### config.mk
export PLATFORM = sky130hd
export DESIGN_NAME = c1351_pot_ext
export DESIGN_NICKNAME = d
export VERILOG_FILES = /design/src/rtl/c1351_pot_ext.sv
export SDC_FILE = /design/constraint.sdc
export NUM_CORES = 1
export LEC_CHECK = 0
export ABC_CLOCK_PERIOD_IN_PS = 4200
export BUFFER_PORTS_ARGS = -buffer_cell sky130_fd_sc_hd__clkbuf_2
export CELL_PAD_IN_SITES_DETAIL_PLACEMENT = 1
export CELL_PAD_IN_SITES_GLOBAL_PLACEMENT = 1
export CORE_MARGIN = 1.5
export CORE_UTILIZATION = 49
export DETAILED_ROUTE_END_ITERATION = 10
export PLACE_DENSITY = 0.88
export RECOVER_POWER = 100
export SLEW_MARGIN = 20
export SYNTH_ARGS = -nofsm -noshare
export SYNTH_HDL_FRONTEND = slang
export SYNTH_SLANG_ARGS = --single-unit
### constraint.sdc
create_clock -name clk_sys -period 4.2 [get_ports clk_sys]
set_input_delay 0.21 -clock clk_sys [delete_from_list [all_inputs] [get_ports clk_sys]]
set_output_delay 0.21 -clock clk_sys [all_outputs]
set_load 0.02 [all_outputs]
### src/rtl/c1351_pot_ext.sv
// C1351 mouse emulation: PS/2 mouse reports become SID POTX/POTY values (proportional
// mode) or held digital joystick lines (joystick mode).
module c1351_pot_ext #(
  parameter int DIV_SHIFT  = 0,
  parameter int CLAMP      = 127,
  parameter int NOISE      = 1,
  parameter int JOY_THRESH = 2,
  parameter int JOY_HOLD   = 100000
) (
  input  logic        clk_sys,
  input  logic        reset,
  input  logic [24:0] ps2_mouse,
  input  logic        mode,
  input  logic        pot_sample,
  output logic [7:0]  pot_x,
  output logic [7:0]  pot_y,
  output logic [1:0]  button,
  output logic [4:0]  joy
);

  localparam int AW = 6 + DIV_SHIFT;
  localparam int CW = $clog2(JOY_HOLD + 1);
  localparam logic signed [9:0] THR   = 10'(JOY_THRESH);
  localparam logic signed [9:0] LIMIT = 10'(CLAMP);
  localparam logic [CW-1:0]     HOLD  = CW'(JOY_HOLD);

  logic        toggle_q;
  logic        s1_valid_q;
  logic        report;
  logic [16:0] lfsr_q;
  logic [1:0]  noise;
  logic [1:0]  button_q;
  logic        fire_q;
  logic        rbtn_q;
  logic [1:0]  pos_act;
  logic [1:0]  neg_act;
  logic [1:0][7:0] pot_all;
  logic        unused_status;

  assign unused_status = ^ps2_mouse[3:2];
  assign report = ps2_mouse[24] ^ toggle_q;
  assign noise  = (NOISE != 0) ? {lfsr_q[8], lfsr_q[0]} : 2'b00;

  // Overflow forces full-scale in the sign direction; otherwise saturate to +/-CLAMP.
  function automatic logic signed [9:0] clamp_delta(input logic sign, input logic [7:0] mag,
                                                     input logic ovf);
    logic signed [9:0] raw;
    raw = {sign, sign, mag};
    if (ovf)              return sign ? -LIMIT : LIMIT;
    else if (raw > LIMIT) return LIMIT;
    else if (raw < -LIMIT) return -LIMIT;
    else                  return raw;
  endfunction

  // The toggle register follows the input even in reset, so release never fires a report.
  always_ff @(posedge clk_sys) begin
    toggle_q <= ps2_mouse[24];
    if (reset) begin
      s1_valid_q <= 1'b0;
      lfsr_q     <= 17'h1FFFF;
      button_q   <= 2'b00;
      fire_q     <= 1'b0;
      rbtn_q     <= 1'b0;
    end else begin
      s1_valid_q <= report;
      lfsr_q     <= {lfsr_q[15:0], lfsr_q[16] ^ lfsr_q[13]};
      button_q   <= mode ? 2'b00 : ps2_mouse[1:0];
      fire_q     <= mode & ps2_mouse[0];
      rbtn_q     <= mode & ps2_mouse[1];
    end
  end

  // Axis 0 = X (right/left), axis 1 = Y (up/down; positive delta is up).
  for (genvar gi = 0; gi < 2; gi++) begin : g_axis
    logic signed [9:0] delta_q, delta_d;
    logic [AW-1:0]     acc_q, acc_d;
    logic [CW-1:0]     pos_cnt_q, pos_cnt_d;
    logic [CW-1:0]     neg_cnt_q, neg_cnt_d;
    logic [7:0]        pot_q, pot_d;

    always_comb begin
      delta_d   = clamp_delta(ps2_mouse[4+gi], ps2_mouse[8+8*gi +: 8], ps2_mouse[6+gi]);
      acc_d     = acc_q;
      pos_cnt_d = (pos_cnt_q != '0) ? pos_cnt_q - CW'(1) : '0;
      neg_cnt_d = (neg_cnt_q != '0) ? neg_cnt_q - CW'(1) : '0;
      pot_d     = pot_q;
      if (!mode) begin
        pos_cnt_d = '0;
        neg_cnt_d = '0;
        if (s1_valid_q) acc_d = acc_q + delta_q[AW-1:0];
      end else if (s1_valid_q) begin
        if (delta_q >= THR) begin
          pos_cnt_d = HOLD;
          neg_cnt_d = '0;
        end else if (delta_q <= -THR) begin
          neg_cnt_d = HOLD;
          pos_cnt_d = '0;
        end
      end
      // Latches the pre-update accumulator when a strobe meets an update.
      if (pot_sample) pot_d = mode ? 8'hFF : ~{1'b0, acc_q[AW-1 -: 6], noise[gi]};
    end

    always_ff @(posedge clk_sys) begin
      if (reset) begin
        delta_q   <= '0;
        acc_q     <= '0;
        pos_cnt_q <= '0;
        neg_cnt_q <= '0;
        pot_q     <= 8'hFF;
      end else begin
        delta_q   <= delta_d;
        acc_q     <= acc_d;
        pos_cnt_q <= pos_cnt_d;
        neg_cnt_q <= neg_cnt_d;
        pot_q     <= pot_d;
      end
    end

    assign pos_act[gi] = (pos_cnt_q != '0);
    assign neg_act[gi] = (neg_cnt_q != '0);
    assign pot_all[gi] = pot_q;
  end

  assign pot_x  = pot_all[0];
  assign pot_y  = pot_all[1];
  assign button = button_q;
  assign joy    = {fire_q, pos_act[0], neg_act[0], neg_act[1], pos_act[1] | rbtn_q};

endmodule
# After elaboration in Yosys (flattened, before gate mapping)
# Index checks and enable logic that the tools add are counted.
# word_totals
out_inout_bits,23
in_bits,29
ff_bits,139
# classes
bitwise,8
magnitude_cmp,8
reduce_logical,7
n_addsub,6
muxes,26
# ops
operator,n
two-way mux 17 bit,16
two-way mux 10 bit,8
nonzero test 17 bit,4
"subtractor 17 x 1 -> 17 bit, second input constant",4
"greater-or-equal comparator 10 x 3 -> 1 bit, second input constant",2
"less-or-equal comparator 10 x 2 -> 1 bit, second input constant",2
"> comparator 9 x 8 -> 1 bit, second input constant",2
"less-than comparator 9 x 8 -> 1 bit, second input constant",2
two-way mux 8 bit,2
NOT 7 -> 8 bit,2
adder 6 bit,2
OR reduction 2 bit,2
bitwise AND 1 bit,2
AND reduction 2 bit,1
XOR 1 bit,2
NOT 1 bit,1
bitwise OR 1 bit,1

# Logic depth before layout (Yosys ltp)
# Gate-level depths: netlist of run 1.
# logic_depth
word_depth,5
ltp_mapped,8
depth_no_buf,8

# Least setup slack after synthesis of run 1
# No wires, ideal clock.
# synth_path
kind,flip-flop to flip-flop
startpoint,register g_axis[0].neg_cnt_q[10]
endpoint,register g_axis[0].neg_cnt_q[11]
required_ns,4.083
n_path_buf,1
synth_period_minus_slack_ns,1.924
path_stages_with_launch,7
setup_ns,0.117
slack_ns,2.276
arrival_time_ns,1.807
path_cell_list,dfxtp_1 > or4_1 > nor2_1 > nand4_1 > nand3_1 > buf_2 > nor2_1
# synth_via
elab_chain_len,5
# synth_rtl
item,line_no,source
start: declaration,78,"logic [CW-1:0] neg_cnt_q, neg_cnt_d;"
start signal: assignment,115,neg_cnt_q <= neg_cnt_d;
nonzero test 17 bit *,-,
named net joy[2],18,output logic [4:0] joy
two-way mux 17 bit *,85,neg_cnt_d = (neg_cnt_q != '0) ? neg_cnt_q - CW'(1) : '0;
two-way mux 17 bit,95,end else if (delta_q <= -THR) begin
two-way mux 17 bit,92,if (delta_q >= THR) begin
two-way mux 17 bit *,91,end else if (s1_valid_q) begin
# The timed path passes the listed nets; every way through them passes the cells marked *.
# A chain may end at the register's enable or synchronous reset.

# Final worst setup path of run 1
# layout_path
startpoint,register g_axis[0].delta_q[6]
endpoint,register g_axis[0].neg_cnt_q[3]
# layout_via
elab_chain_len,4
# layout_rtl
item,line_no,source
start: declaration,75,"logic signed [9:0] delta_q, delta_d;"
start signal: assignment,112,delta_q <= delta_d;
less-or-equal comparator 10 x 2 -> 1 bit,95,
two-way mux 17 bit,95,
two-way mux 17 bit *,92,
two-way mux 17 bit *,91,
# Mark *: on every way between the ends. The rest lies on a longest branch, timed or not.

==> results of run 1 <==
[tightest hold or removal path: stages]
cell,delay (ns)
clkbuf_2,0.09
nand2_1,0.05
a21oi_1,0.05
[report_power, final]
| part | leakage, nW | total, mW | switching [mW] | internal [mW] |
|---|---|---|---|---|
| Clock | 0.319 | 1.64 | 0.552 | 1.09 |
| Sequential | 1.10 | 1.94 | 0.329 | 1.61 |
| Combinational | 1.25 | 3.37 | 2.00 | 1.37 |
[state kept, by name (all words and copies together) (netlist names)]
| name | cells |
|---|---|
| pot_x | 7 |
| lfsr_q | 17 |
| pot_y | 7 |
| g_axis.acc_q | 12 |
| g_axis.pos_cnt_q | 34 |
| s1_valid_q | 1 |
| fire_q | 1 |
| g_axis.delta_q | 18 |
| button | 2 |
| g_axis.neg_cnt_q | 34 |
| rbtn_q | 1 |
| toggle_q | 1 |
[per-stage QoR]
step                worst slack [ns]  cell area, um2  total power [mW]
CTS                             1.65            6920              7.00
global placement                2.04            6250              4.96
finish                         0.988            6830              6.94
detailed placement              1.89            6250              5.21
global route                   0.836            6830              7.46
floorplan                       2.28            5950              4.49
[synth_stat cells, types with 8 or more instances]
master	count
nand2b_1	18
nor2_1	82
nor3_1	25
or3_1	8
nand2_1	75
dfxtp_1	135
xor2_1	12
clkbuf_1	14
ha_1	20
nand4_1	10
inv_1	24
or2_2	18
o22ai_1	16
nor2b_1	8
a21oi_1	51
xnor2_1	47
nand3_1	16
nor4_1	11
o21ai_0	15
[repair_timing]
action,CTS,global route
endpoints found under the hold margin,1,0
hold buffers,1,0
gates resized for setup,0,0
[worst paths after layout]
path                              startpoint                                 to  slack, ns  cells after the start
max          g_axis[0].delta_q[6]$_SDFF_PP0_  g_axis[0].neg_cnt_q[3]$_SDFF_PP0_       0.99                      5
max reg2reg  g_axis[0].delta_q[6]$_SDFF_PP0_  g_axis[0].neg_cnt_q[3]$_SDFF_PP0_       0.99                      5
min                            ps2_mouse[21]    g_axis[1].delta_q[5]$_SDFF_PP0_       0.02                      3
min reg2reg             lfsr_q[7]$_SDFF_PP1_               lfsr_q[8]$_SDFF_PP1_       0.41                      1
[routing by layer]
metal	wire length (um)	track usage
met5	0	0
met4	283	0.0900
met3	493	0.0734
met2	8180	0.474
met1	6250	0.281
[cell usage in the layout (no fill, tap or decap), types with 18 or more instances in the layout]
cell / n
or2_2: 18
ha_1: 20
clkbuf_2: 23
clkbuf_1: 27
inv_1: 24
xnor2_1: 47
nor2_1: 82
dfxtp_1: 135
nand2_1: 75
nand2b_1: 18
nor3_1: 25
a21oi_1: 51
[cells by family (layout without fill, tap and decap cells)]
group | after synthesis | after routing | share of synthesized area
other | 1 | 2 | 0.000630
adder cells (fa/ha/maj) | 22 | 22 | 0.0488
AO/OA/AOI/OAI | 104 | 104 | 0.108
buffers and inverters | 47 | 105 | 0.0364
XOR/XNOR | 59 | 59 | 0.0869
flip-flops | 135 | 135 | 0.454
AND/OR/NAND/NOR | 310 | 310 | 0.265
[final cells by class]
| cell class | instances | area, um2 | area share |
|---|---|---|---|
| Inverter | 24 | 90.1 | 0.0132 |
| Multi-Input combinational cell | 497 | 2980 | 0.436 |
| Sequential cell | 135 | 2700 | 0.396 |
| Timing Repair Buffer | 49 | 219 | 0.0321 |
| Tap cell | 147 | 184 | 0.0269 |
| Clock inverter | 7 | 138 | 0.0202 |
| Clock buffer | 25 | 515 | 0.0755 |
==> key figures, run 1 <==
Outcome
  • Status: finished, violations left
  • Violations in the final reports: max-capacitance violations, max-slew violations

STA
  • # setup viols final: 0
  • Max-slew violation count: 61
  • Final hold violations: 0
  • Crit share post-route: 0.765
  • Final TNS setup: 0 ns
  • RSZ-0062 raised after global routing: no
  • Headroom to the max-slew limit: -0.429
  • Layout Skew: 0.00736 ns
  • Max Fclk: slightly above 0.3 GHz
  • Final min period: ~3.2 ns
  • Hold_ws: between 0.02 and 0.025 ns
  • Actual transition at the worst max-transition pin: roughly 2.1 ns

Yosys
  • Avg Cell Area, Syn: a little under 9 um2
  • Cells after Synth: a little under 700
  • Synth top area share: 0.454
  • Ys flop type: dfxtp_1
  • Area leader, netlist: dfxtp_1
  • Netlist cell types: 53
  • Synth area leaders: dfxtp_1 (45%), xnor2_1 (6.9%), nor2_1 (5.2%)
  • Sequential-to-total area share from yosys stat: 0.454
  • EDFF count, synth: 0
  • Flops & latches, synth: ~140
  • Async S/R FF share, synth: 0
  • YS warnings: 0
  • Synth Cell Area: about 5900 um2

Place
  • Detailed placer's ending HPWL: between 10,000 and 15,000 um
  • Placed cell count: between 800 and 900
  • PortBufs: 47
  • GPL Wtd Cong: between 0.8 and 0.9

Clock network
  • CTS clk-pin slew, worst paths: 0.05 ns
  • CTS tree: yes
  • Clk_lat worst skew: ~0.43 ns
  • Sink Count: about 140
  • Root Driver: clkbuf_16
  • Post-CTS Setup Bufs: 0
  • Clock Tree Buf Depth: 2
  • Total CTS buffers: 17
  • H-tree levels: 4

Finish
  • Fillers: 1,433
  • Post-Route Utilization: 0.573
  • ANT cells: 0
  • Non-Filler Instances: ~880
  • Layout cells sized above 1: 0.102
  • Area Overhead vs Synth: 14.8%
  • Nets: just under 800

Routing
  • 1st-iter DRT viols: ~250
  • DR vias: about 5,000
  • Drt pass-1 iters: 4
  • WL final: 15,200 um
  • DRT antenna net count: 0
  • Mean routed wirelength per cell: around 17 um
  • DRC violations left: 0
  • Via density: between 5 and 6

Floorplan
  • I/O pins: between 50 and 60
  • Die ar.: approximately 13,000 um2
  • Initial Util: 0.499
  • Core ar.: ~12,000 um2
  • Die span in y: between 100 and 150 um
  • Die width: between 100 and 150 um
  • Cell Rows: 40

Worst setup path
  • Critical-path top delay cell: o41ai_1
  • Crit path buf inv count: 0
  • Required @ worst endpoint: between 4 and 5 ns
  • Crit-path cells: or4_2 -> o41ai_1 -> and2_0 -> nand3_1 -> a21oi_1
  • Setup CP Type: flip-flop to flip-flop
  • CP Max Fanout: 11
  • Critical path's top delay family: compound AO/OA/AOI/OAI gates
  • CP Capture Type: flip-flop
  • Largest stage delay on the critical path: ~1.2 ns
  • WP data arrival: around 3.6 ns
  • CP Launch Type: flip-flop

GRT
  • Initial antenna violation count: 0
  • All-Layer GR Usage: 0.257
  • First-pass GRT wire length: roughly 26,000 um
  • Largest net degree at the start of global routing: 60
  • Total grt overflow: 0
  • Number of global-route vias before repair: roughly 5,300

Pwr
  • Worst vdd ir: between 300 and 400 uV
  • PwrDens: 1020 nW/um2
  • Leakage: between 2 and 3 nW

Run
  • Max-cap violations: 2

Hold path
  • Worst hold path type: input pin to flip-flop
Note: power is estimated with default switching activity, not from simulation.
==> inputs of run 2 (changes only) <==
--- a/config.mk
+++ b/config.mk
@@ -5,14 +5,15 @@
 export SDC_FILE = /design/constraint.sdc
 export NUM_CORES = 1
 export LEC_CHECK = 0
-export ABC_CLOCK_PERIOD_IN_PS = 4200
+export ABC_AREA = 1
+export ABC_CLOCK_PERIOD_IN_PS = 3000
 export BUFFER_PORTS_ARGS = -buffer_cell sky130_fd_sc_hd__clkbuf_2
 export CELL_PAD_IN_SITES_DETAIL_PLACEMENT = 1
 export CELL_PAD_IN_SITES_GLOBAL_PLACEMENT = 1
 export CORE_MARGIN = 1.5
-export CORE_UTILIZATION = 49
+export CORE_UTILIZATION = 44
 export DETAILED_ROUTE_END_ITERATION = 10
-export PLACE_DENSITY = 0.88
+export PLACE_DENSITY = 0.83
 export RECOVER_POWER = 100
 export SLEW_MARGIN = 20
 export SYNTH_ARGS = -nofsm -noshare
==> constraint.sdc (replaced) <==
create_clock -name clk_sys -period 3 [get_ports clk_sys]
set_input_delay 0.15 -clock clk_sys [delete_from_list [all_inputs] [get_ports clk_sys]]
set_output_delay 0.15 -clock clk_sys [all_outputs]
set_load 0.02 [all_outputs]
==> key figures, run 2 <==
Outcome
  • Status: finished clean

Routing
  • Mean routed wirelength per cell: 13.8 um (-20%)
  • Met3 WL post-DR: 379 um (-23%)
  • DR vias: 5,541 (+11%)
  • WL final: 15,300 um (+0.57%)
  • DR top layer: met4
  • 1st-iter DRT viols: 156 (-37%)
  • Met1 wire length: 6950 um (+11%)
  • Via density: 5.01 (-11%)
  • Routed wl met2: 7790 um (-4.8%)
  • DRT antenna net count: 0 (unchanged)
  • Drt pass-1 iters: 4 (unchanged)
  • DRC violations left: 0 (unchanged)

Worst setup path
  • CP Capture Type: flip-flop
  • CP Max Fanout: 33 (+22)
  • Worst reg2reg path depth: 6 (+1)
  • Crit path buf inv count: 3 (+3)
  • Setup CP Type: input pin to flip-flop
  • Worst reg2reg path startpoint: s1_valid_q$_SDFF_PP0_
  • RR Endpoint: g_axis[0].acc_q[0]$_SDFFE_PP0P_
  • Critical path's top delay family: buffers and inverters
  • CP Launch Type: input pin
  • Largest stage delay on the critical path: 1.01 ns (-0.18 ns)
  • Crit-path cells: clkbuf_2 -> clkbuf_1 -> nor2_1 -> inv_4 -> nor2_1 -> nand2_1 -> nor2_1
  • WP data arrival: 2.52 ns (-1.04 ns)
  • Critical-path top delay cell: clkbuf_1
  • R2r setup slk: 0.96 ns (-0.03 ns)
  • Required @ worst endpoint: 3.30 ns (-1.24 ns)
  • Critical path's most frequent cell: nor2_1

Hold path
  • Hold_sp: ps2_mouse[4]
  • Cells on Worst Hold Path: 3 (unchanged)
  • Worst hold path endpoint: g_axis[0].delta_q[7]$_SDFF_PP0_
  • Worst hold path type: input pin to flip-flop

Clock network
  • Clk_lat worst skew: 0.42 ns (about the same)
  • CTS clk-pin slew, worst paths: 0.06 ns (about the same)
  • Root Driver: clkbuf_16
  • CTS tree: yes
  • Sink Count: 135 (unchanged)
  • Clock Tree Buf Depth: 2 (unchanged)
  • Total CTS buffers: 17 (unchanged)
  • H-tree levels: 4 (unchanged)

STA
  • Actual transition at the worst max-transition pin: 1.39 ns (-0.754 ns)
  • Layout Skew: 0.00869 ns (+0.00133 ns)
  • Crit share post-route: 0.740
  • Headroom to the max-slew limit: 0.0743 (+0.503)
  • Final min period: between 2 and 2.5 ns
  • Max Fclk: about 0.45 GHz
  • # setup viols final: 0 (unchanged)
  • RSZ-0062 raised after global routing: no
  • Max-slew violation count: 0 (-100%)
  • Hold_ws: 0.0472 ns (+0.0266 ns)
  • Final TNS setup: 0 ns (unchanged)
  • Final hold violations: 0 (unchanged)

Pwr
  • Reg power frac: 0.267 (-0.012)
  • Leakage: 3.47 nW (+30%)
  • Switching part of the total: 0.461 (+0.0464)
  • Int Pwr: 5.33 mW (+31%)
  • Tot Pwr: 9.89 mW (+42%)
  • PwrDens: 1360 nW/um2 (+34%)
  • Worst vdd ir: 667 uV (+76%)
  • Switching power: 4.56 mW (+58%)
  • Clock share of power: 0.210 (-0.026)
  • Comb power frac: 0.523 (+0.038)

Place
  • PortBufs: 47 (unchanged)
  • Detailed placer's ending HPWL: 11,000 um (+7.9%)
  • DP Area: 6710 um2 (+7.3%)
  • GPL Wtd Cong: 0.806 (-2.0%)

Finish
  • Most frequent cells in the layout: nand2_1 (176), nor2_1 (152), dfxtp_1 (135)
  • Area occupied by multi-input gates: 3090 um2 (+3.6%)
  • Final Instance Area: 7260 um2 (+6.4%)
  • Sequential cell area: 2700 um2 (unchanged)
  • Largest registers: g_axis.neg_cnt_q: 34 flops, g_axis.pos_cnt_q: 34 flops, g_axis.delta_q: 18 flops
  • Fillers: 1,822 (+27%)
  • Layout cells sized above 1: 0.0984 (-0.00339)
  • Most common cell after layout, fill and taps aside: nand2_1
  • ANT cells: 0 (unchanged)
  • Area Overhead vs Synth: 14.5%
  • Nets: 963 (+24%)

GRT
  • Initial antenna violation count: 0 (unchanged)
  • Number of global-route vias before repair: 5,730 (+8.2%)
  • All-Layer GR Usage: 0.219 (-0.0379)
  • Largest net degree at the start of global routing: 34 (-43%)
  • First-pass GRT wire length: 26,100 um (+1.2%)
  • Total grt overflow: 0 (unchanged)

Yosys
  • Synth area leaders: dfxtp_1 (43%), nand2_1 (10%), nor2_1 (8.8%)
  • Async S/R FF share, synth: 0 (unchanged)
  • Netlist cell types: 38 (-28%)
  • Cells after Synth: 858 (+27%)
  • Area leader, netlist: dfxtp_1
  • Flops & latches, synth: 135 (unchanged)
  • Synth top area share: 0.426 (-0.0283)
  • Sequential-to-total area share from yosys stat: 0.426 (-0.0283)
  • Synth Cell Area: 6340 um2 (+6.6%)
  • Count leader, synth: nand2_1
  • Ys flop type: dfxtp_1
  • Avg Cell Area, Syn: 7.39 um2 (-16%)
  • YS warnings: 0 (unchanged)
  • Top post-synthesis cells by count: nand2_1 (175), nor2_1 (149), dfxtp_1 (135)
  • EDFF count, synth: 0 (unchanged)

Floorplan
  • Die span in y: 123 um (+8.7%)
  • Die width: 123 um (+8.7%)
  • Initial Util: 0.453 (-0.0459)
  • Die ar.: 15,100 um2 (+18%)
  • Core ar.: 14,000 um2 (+17%)
  • I/O pins: 52 (unchanged)
  • Cell Rows: 43 (+7.5%)

Run
  • Max-cap violations: 0 (-2)
-- run 2: cells by family after synthesis --
family                   Yosys count  synth area share
buffers and inverters            125            0.0807
XOR/XNOR                          44            0.0607
flip-flops                       135             0.426
AND/OR/NAND/NOR                  448             0.311
AO/OA/AOI/OAI                     83            0.0750
adder cells (fa/ha/maj)           22            0.0458
other                              1          0.000591
-- run 2: tightest hold or removal path: stages --
cell      delay [ns]
clkbuf_2        0.11
nand2_1         0.09
a21oi_1         0.07
-- run 2: how the worst max path moves through the flow --
stage,depth (start not counted),end,startpoint,slack (ns)
detailed placement,5,g_axis[0].neg_cnt_q[4]$_SDFF_PP0_,g_axis[0].delta_q[3]$_SDFF_PP0_,1.15
finish,7,g_axis[1].pos_cnt_q[13]$_SDFF_PP0_,reset,0.78
global route,7,g_axis[1].pos_cnt_q[14]$_SDFF_PP0_,reset,0.51
CTS,6,joy[0],g_axis[1].pos_cnt_q[9]$_SDFF_PP0_,0.99
global placement,5,g_axis[0].neg_cnt_q[2]$_SDFF_PP0_,g_axis[0].delta_q[3]$_SDFF_PP0_,1.21
floorplan,6,g_axis[1].acc_q[4]$_SDFFE_PP0P_,g_axis[1].acc_q[0]$_SDFFE_PP0P_,1.55
-- run 2: layout make-up --
type	count	area share
clock buffers	19	0.0610
flip-flops and latches	135	0.372
multi-input cells	599	0.425
repair buffers	54	0.0365
inverters	105	0.0546
clock inverters	13	0.0200
well taps	180	0.0310
-- run 2: per-layer routing --
layer,track usage,vias to the layer above
met5,0,-
met4,0.0639,0
met3,0.0461,13
met2,0.401,68
met1,0.257,2649
li1,-,2811
-- run 2: per-stage QoR --
stage | cells | setup slack, ns | utilization
floorplan | 859 | 1.55 | -
global placement | 1068 | 1.21 | 0.480
detailed placement | 1068 | 1.15 | 0.480
CTS | 1105 | 0.986 | 0.525
global route | 1105 | 0.512 | 0.519
finish | 1105 | 0.781 | 0.519
-- run 2: power by group through the flow --
stage | Combinational (mW) | Sequential, mW | Clock [mW]
6_report | 5.17 | 2.64 | 2.08
5_1_grt | 5.95 | 2.71 | 2.19
4_1_cts | 5.29 | 2.64 | 2.11
3_5_place_dp | 5.19 | 2.67 | 0
3_3_place_gp | 4.97 | 2.66 | 0
2_1_floorplan | 4.14 | 2.58 | 0
-- run 2: what timing repair did --
| item | in CTS | in global routing |
|---|---|---|
| hold buffers | 5 | 0 |
| resized for setup | 0 | 0 |
| setup buffers | 0 | 0 |
| hold endpoints to repair | 7 | 0 |
==> inputs of run 3 (changes only) <==
--- a/config.mk
+++ b/config.mk
@@ -5,15 +5,15 @@
 export SDC_FILE = /design/constraint.sdc
 export NUM_CORES = 1
 export LEC_CHECK = 0
-export ABC_AREA = 1
-export ABC_CLOCK_PERIOD_IN_PS = 3000
+export ABC_AREA = 0
+export ABC_CLOCK_PERIOD_IN_PS = 1810
 export BUFFER_PORTS_ARGS = -buffer_cell sky130_fd_sc_hd__clkbuf_2
 export CELL_PAD_IN_SITES_DETAIL_PLACEMENT = 1
 export CELL_PAD_IN_SITES_GLOBAL_PLACEMENT = 1
 export CORE_MARGIN = 1.5
-export CORE_UTILIZATION = 44
+export CORE_UTILIZATION = 41
 export DETAILED_ROUTE_END_ITERATION = 10
-export PLACE_DENSITY = 0.83
+export PLACE_DENSITY = 0.79
 export RECOVER_POWER = 100
 export SLEW_MARGIN = 20
 export SYNTH_ARGS = -nofsm -noshare
==> constraint.sdc (replaced) <==
create_clock -name clk_sys -period 1.81 [get_ports clk_sys]
set_input_delay 0.0905 -clock clk_sys [delete_from_list [all_inputs] [get_ports clk_sys]]
set_output_delay 0.0905 -clock clk_sys [all_outputs]
set_load 0.02 [all_outputs]
==> key figures, run 3 (synthesized netlist as in run 1, its figures left out) <==
GRT
  • Largest net degree at the start of global routing: 33 (-2.9%)
  • First-pass GRT wire length: 29,500 um (+13%)
  • Total grt overflow: 0 (unchanged)
  • Initial antenna violation count: 0 (unchanged)
  • All-Layer GR Usage: 0.254 (+0.0343)
  • Number of global-route vias before repair: 5,842 (+2.0%)

STA
  • Final min period: about 2.1 ns
  • RSZ-0062 raised after global routing: yes
  • Fin worst setup slack: -0.326 ns (-1.11 ns)
  • Max Fclk: ~0.47 GHz
  • Headroom to the max-slew limit: 0.407 (+0.333)
  • Crit share post-route: 1.18
  • Final hold violations: 0 (unchanged)
  • # setup viols final: 61 (+61)
  • Layout Skew: 0.0107 ns (+0.00200 ns)
  • Max-slew violation count: 0 (unchanged)
  • Actual transition at the worst max-transition pin: 0.890 ns (-0.499 ns)

Worst setup path
  • CP Launch Type: flip-flop
  • CP Capture Type: primary output
  • Setup CP Type: flip-flop to primary output
  • CP Max Fanout: 4 (-88%)
  • WP data arrival: 2.05 ns (-0.47 ns)
  • Required @ worst endpoint: 1.72 ns (-1.58 ns)
  • R2r setup slk: -0.21 ns (-1.17 ns)

Finish
  • Nets: 866 (-10%)
  • Non-Filler Instances: 1,008 (-8.8%)
  • Final Instance Area: 8340 um2 (+15%)
  • ANT cells: 0 (unchanged)
  • Post-Route Utilization: 0.594 (+0.0744)
  • Area occupied by multi-input gates: 3650 um2 (+18%)
  • Sequential cell area: 2730 um2 (+0.83%)
  • Most frequent cells in the layout: dfxtp_1 (121), nand2_1 (66), nor2_1 (54), buf_4 (54), xnor2_1 (47)
  • Area Overhead vs Synth: 40.2%
  • Largest registers: g_axis.neg_cnt_q: 34 flops, g_axis.pos_cnt_q: 34 flops, g_axis.delta_q: 18 flops
  • Most common cell after layout, fill and taps aside: dfxtp_1
  • Fillers: 1,554 (-15%)
  • Layout cells sized above 1: 0.313 (+0.214)

Routing
  • DRT antenna net count: 0 (unchanged)
  • Mean routed wirelength per cell: 22.6 um (+64%)
  • DRC violations left: 0 (unchanged)
  • Via density: 5.65 (+13%)
  • WL final: 22,800 um (+49%)
  • 1st-iter DRT viols: 330 (+110%)
  • Drt pass-1 iters: 4 (unchanged)
  • DR vias: 5,693 (+2.7%)

Floorplan
  • Die width: 123 um (+0.31%)
  • Cell Rows: 43 (unchanged)
  • Die ar.: 15,200 um2 (+0.62%)
  • Initial Util: 0.424 (-0.0299)
  • Core ar.: 14,000 um2 (+0.38%)
  • I/O pins: 52 (unchanged)
  • Die span in y: 123 um (+0.31%)

Place
  • Detailed placer's ending HPWL: 10,700 um (-3.0%)
  • PortBufs: 47 (unchanged)
  • GPL Wtd Cong: 0.827 (+2.6%)
  • Place WS: -0.147 ns (-1.30 ns)
  • DP Area: 6650 um2 (-0.88%)
  • Placed cell count: 931 (-13%)

Clock network
  • Total CTS buffers: 17 (unchanged)
  • Clock Tree Buf Depth: 2 (unchanged)
  • Root Driver: clkbuf_16
  • CTS tree: yes
  • CTS clk-pin slew, worst paths: 0.06 ns (about the same)
  • Sink Count: 135 (unchanged)
  • H-tree levels: 4 (unchanged)
  • Clk_lat worst skew: 0.43 ns (about the same)

Outcome
  • Violations in the final reports: negative setup slack
  • Status: finished, violations left

Run
  • Max-cap violations: 0 (unchanged)

Hold path
  • Worst hold path type: input pin to flip-flop
[run 3: cell count changes in the layout (fill, tap and decap cells not counted), moves of 13 or more]
| cell | before | now |
|---|---|---|
| nand2b_1 | 0 | 18 |
| nor2_4 | 2 | 18 |
| xnor2_1 | 14 | 47 |
| dfxtp_1 | 135 | 121 |
| nand2_1 | 176 | 66 |
| o21ai_0 | 31 | 7 |
| inv_1 | 102 | 24 |
| o22ai_1 | 0 | 14 |
| buf_4 | 0 | 54 |
| nor2_1 | 152 | 54 |
| dlygate4sd3_1 | 5 | 18 |
| xor2_1 | 30 | 9 |
| nand3_1 | 49 | 12 |
[run 3: layer usage]
metal | wire length [um] | global-route usage | vias up
met2 | 12000 | 0.470 | 189
li1 | - | - | 2603
met5 | 0 | 0 | -
met3 | 913 | 0.0530 | 80
met4 | 1090 | 0.108 | 0
met1 | 8790 | 0.279 | 2821
[run 3: area by class of cell]
cell class,instances,area share
multi-input combinational,498,0.438
sequential,135,0.327
timing repair buffer,139,0.123
clock buffer,23,0.0561
tap,180,0.0270
clock inverter,9,0.0177
inverter,24,0.0108
[run 3: path summary, 6_finish.rpt]
check,start,to,cells after the start
setup / recovery,g_axis[1].pos_cnt_q[12]$_SDFF_PP0_,joy[0],4
hold / removal,reset,lfsr_q[9]$_SDFF_PP1_,2
setup reg to reg,g_axis[0].neg_cnt_q[5]$_SDFF_PP0_,g_axis[0].neg_cnt_q[16]$_SDFF_PP0_,5
hold reg to reg,lfsr_q[7]$_SDFF_PP1_,lfsr_q[8]$_SDFF_PP1_,1
[run 3: metrics by stage]
| step | setup TNS (ns) | hold WS [ns] |
|---|---|---|
| after global placement | -0.633 | 0.223 |
| after global routing | -7.14 | 0.0207 |
| after detailed placement | -2.01 | 0.226 |
| final | -3.77 | 0.00982 |
| after CTS | -3.85 | 0.00572 |
| after floorplan | -0.541 | 0.118 |
[run 3: critical path, cell delays in order (launching register included)]
cell     delay, ns
dfxtp_1       0.36
or3_4         0.36
or2_4         0.25
or4_4         0.50
buf_8         0.15
[run 3: repair_timing]
action,CTS,global route
gates resized for setup,75,117
pin swaps,30,37
hold buffers,18,0
cloned,1,0
endpoints found under the hold margin,21,0
setup buffers,15,15
setup endpoints to repair,41,69
Power of run 3 is not shown: default switching activity piles up to over one toggle a cycle in this logic, so the estimate is an artifact.
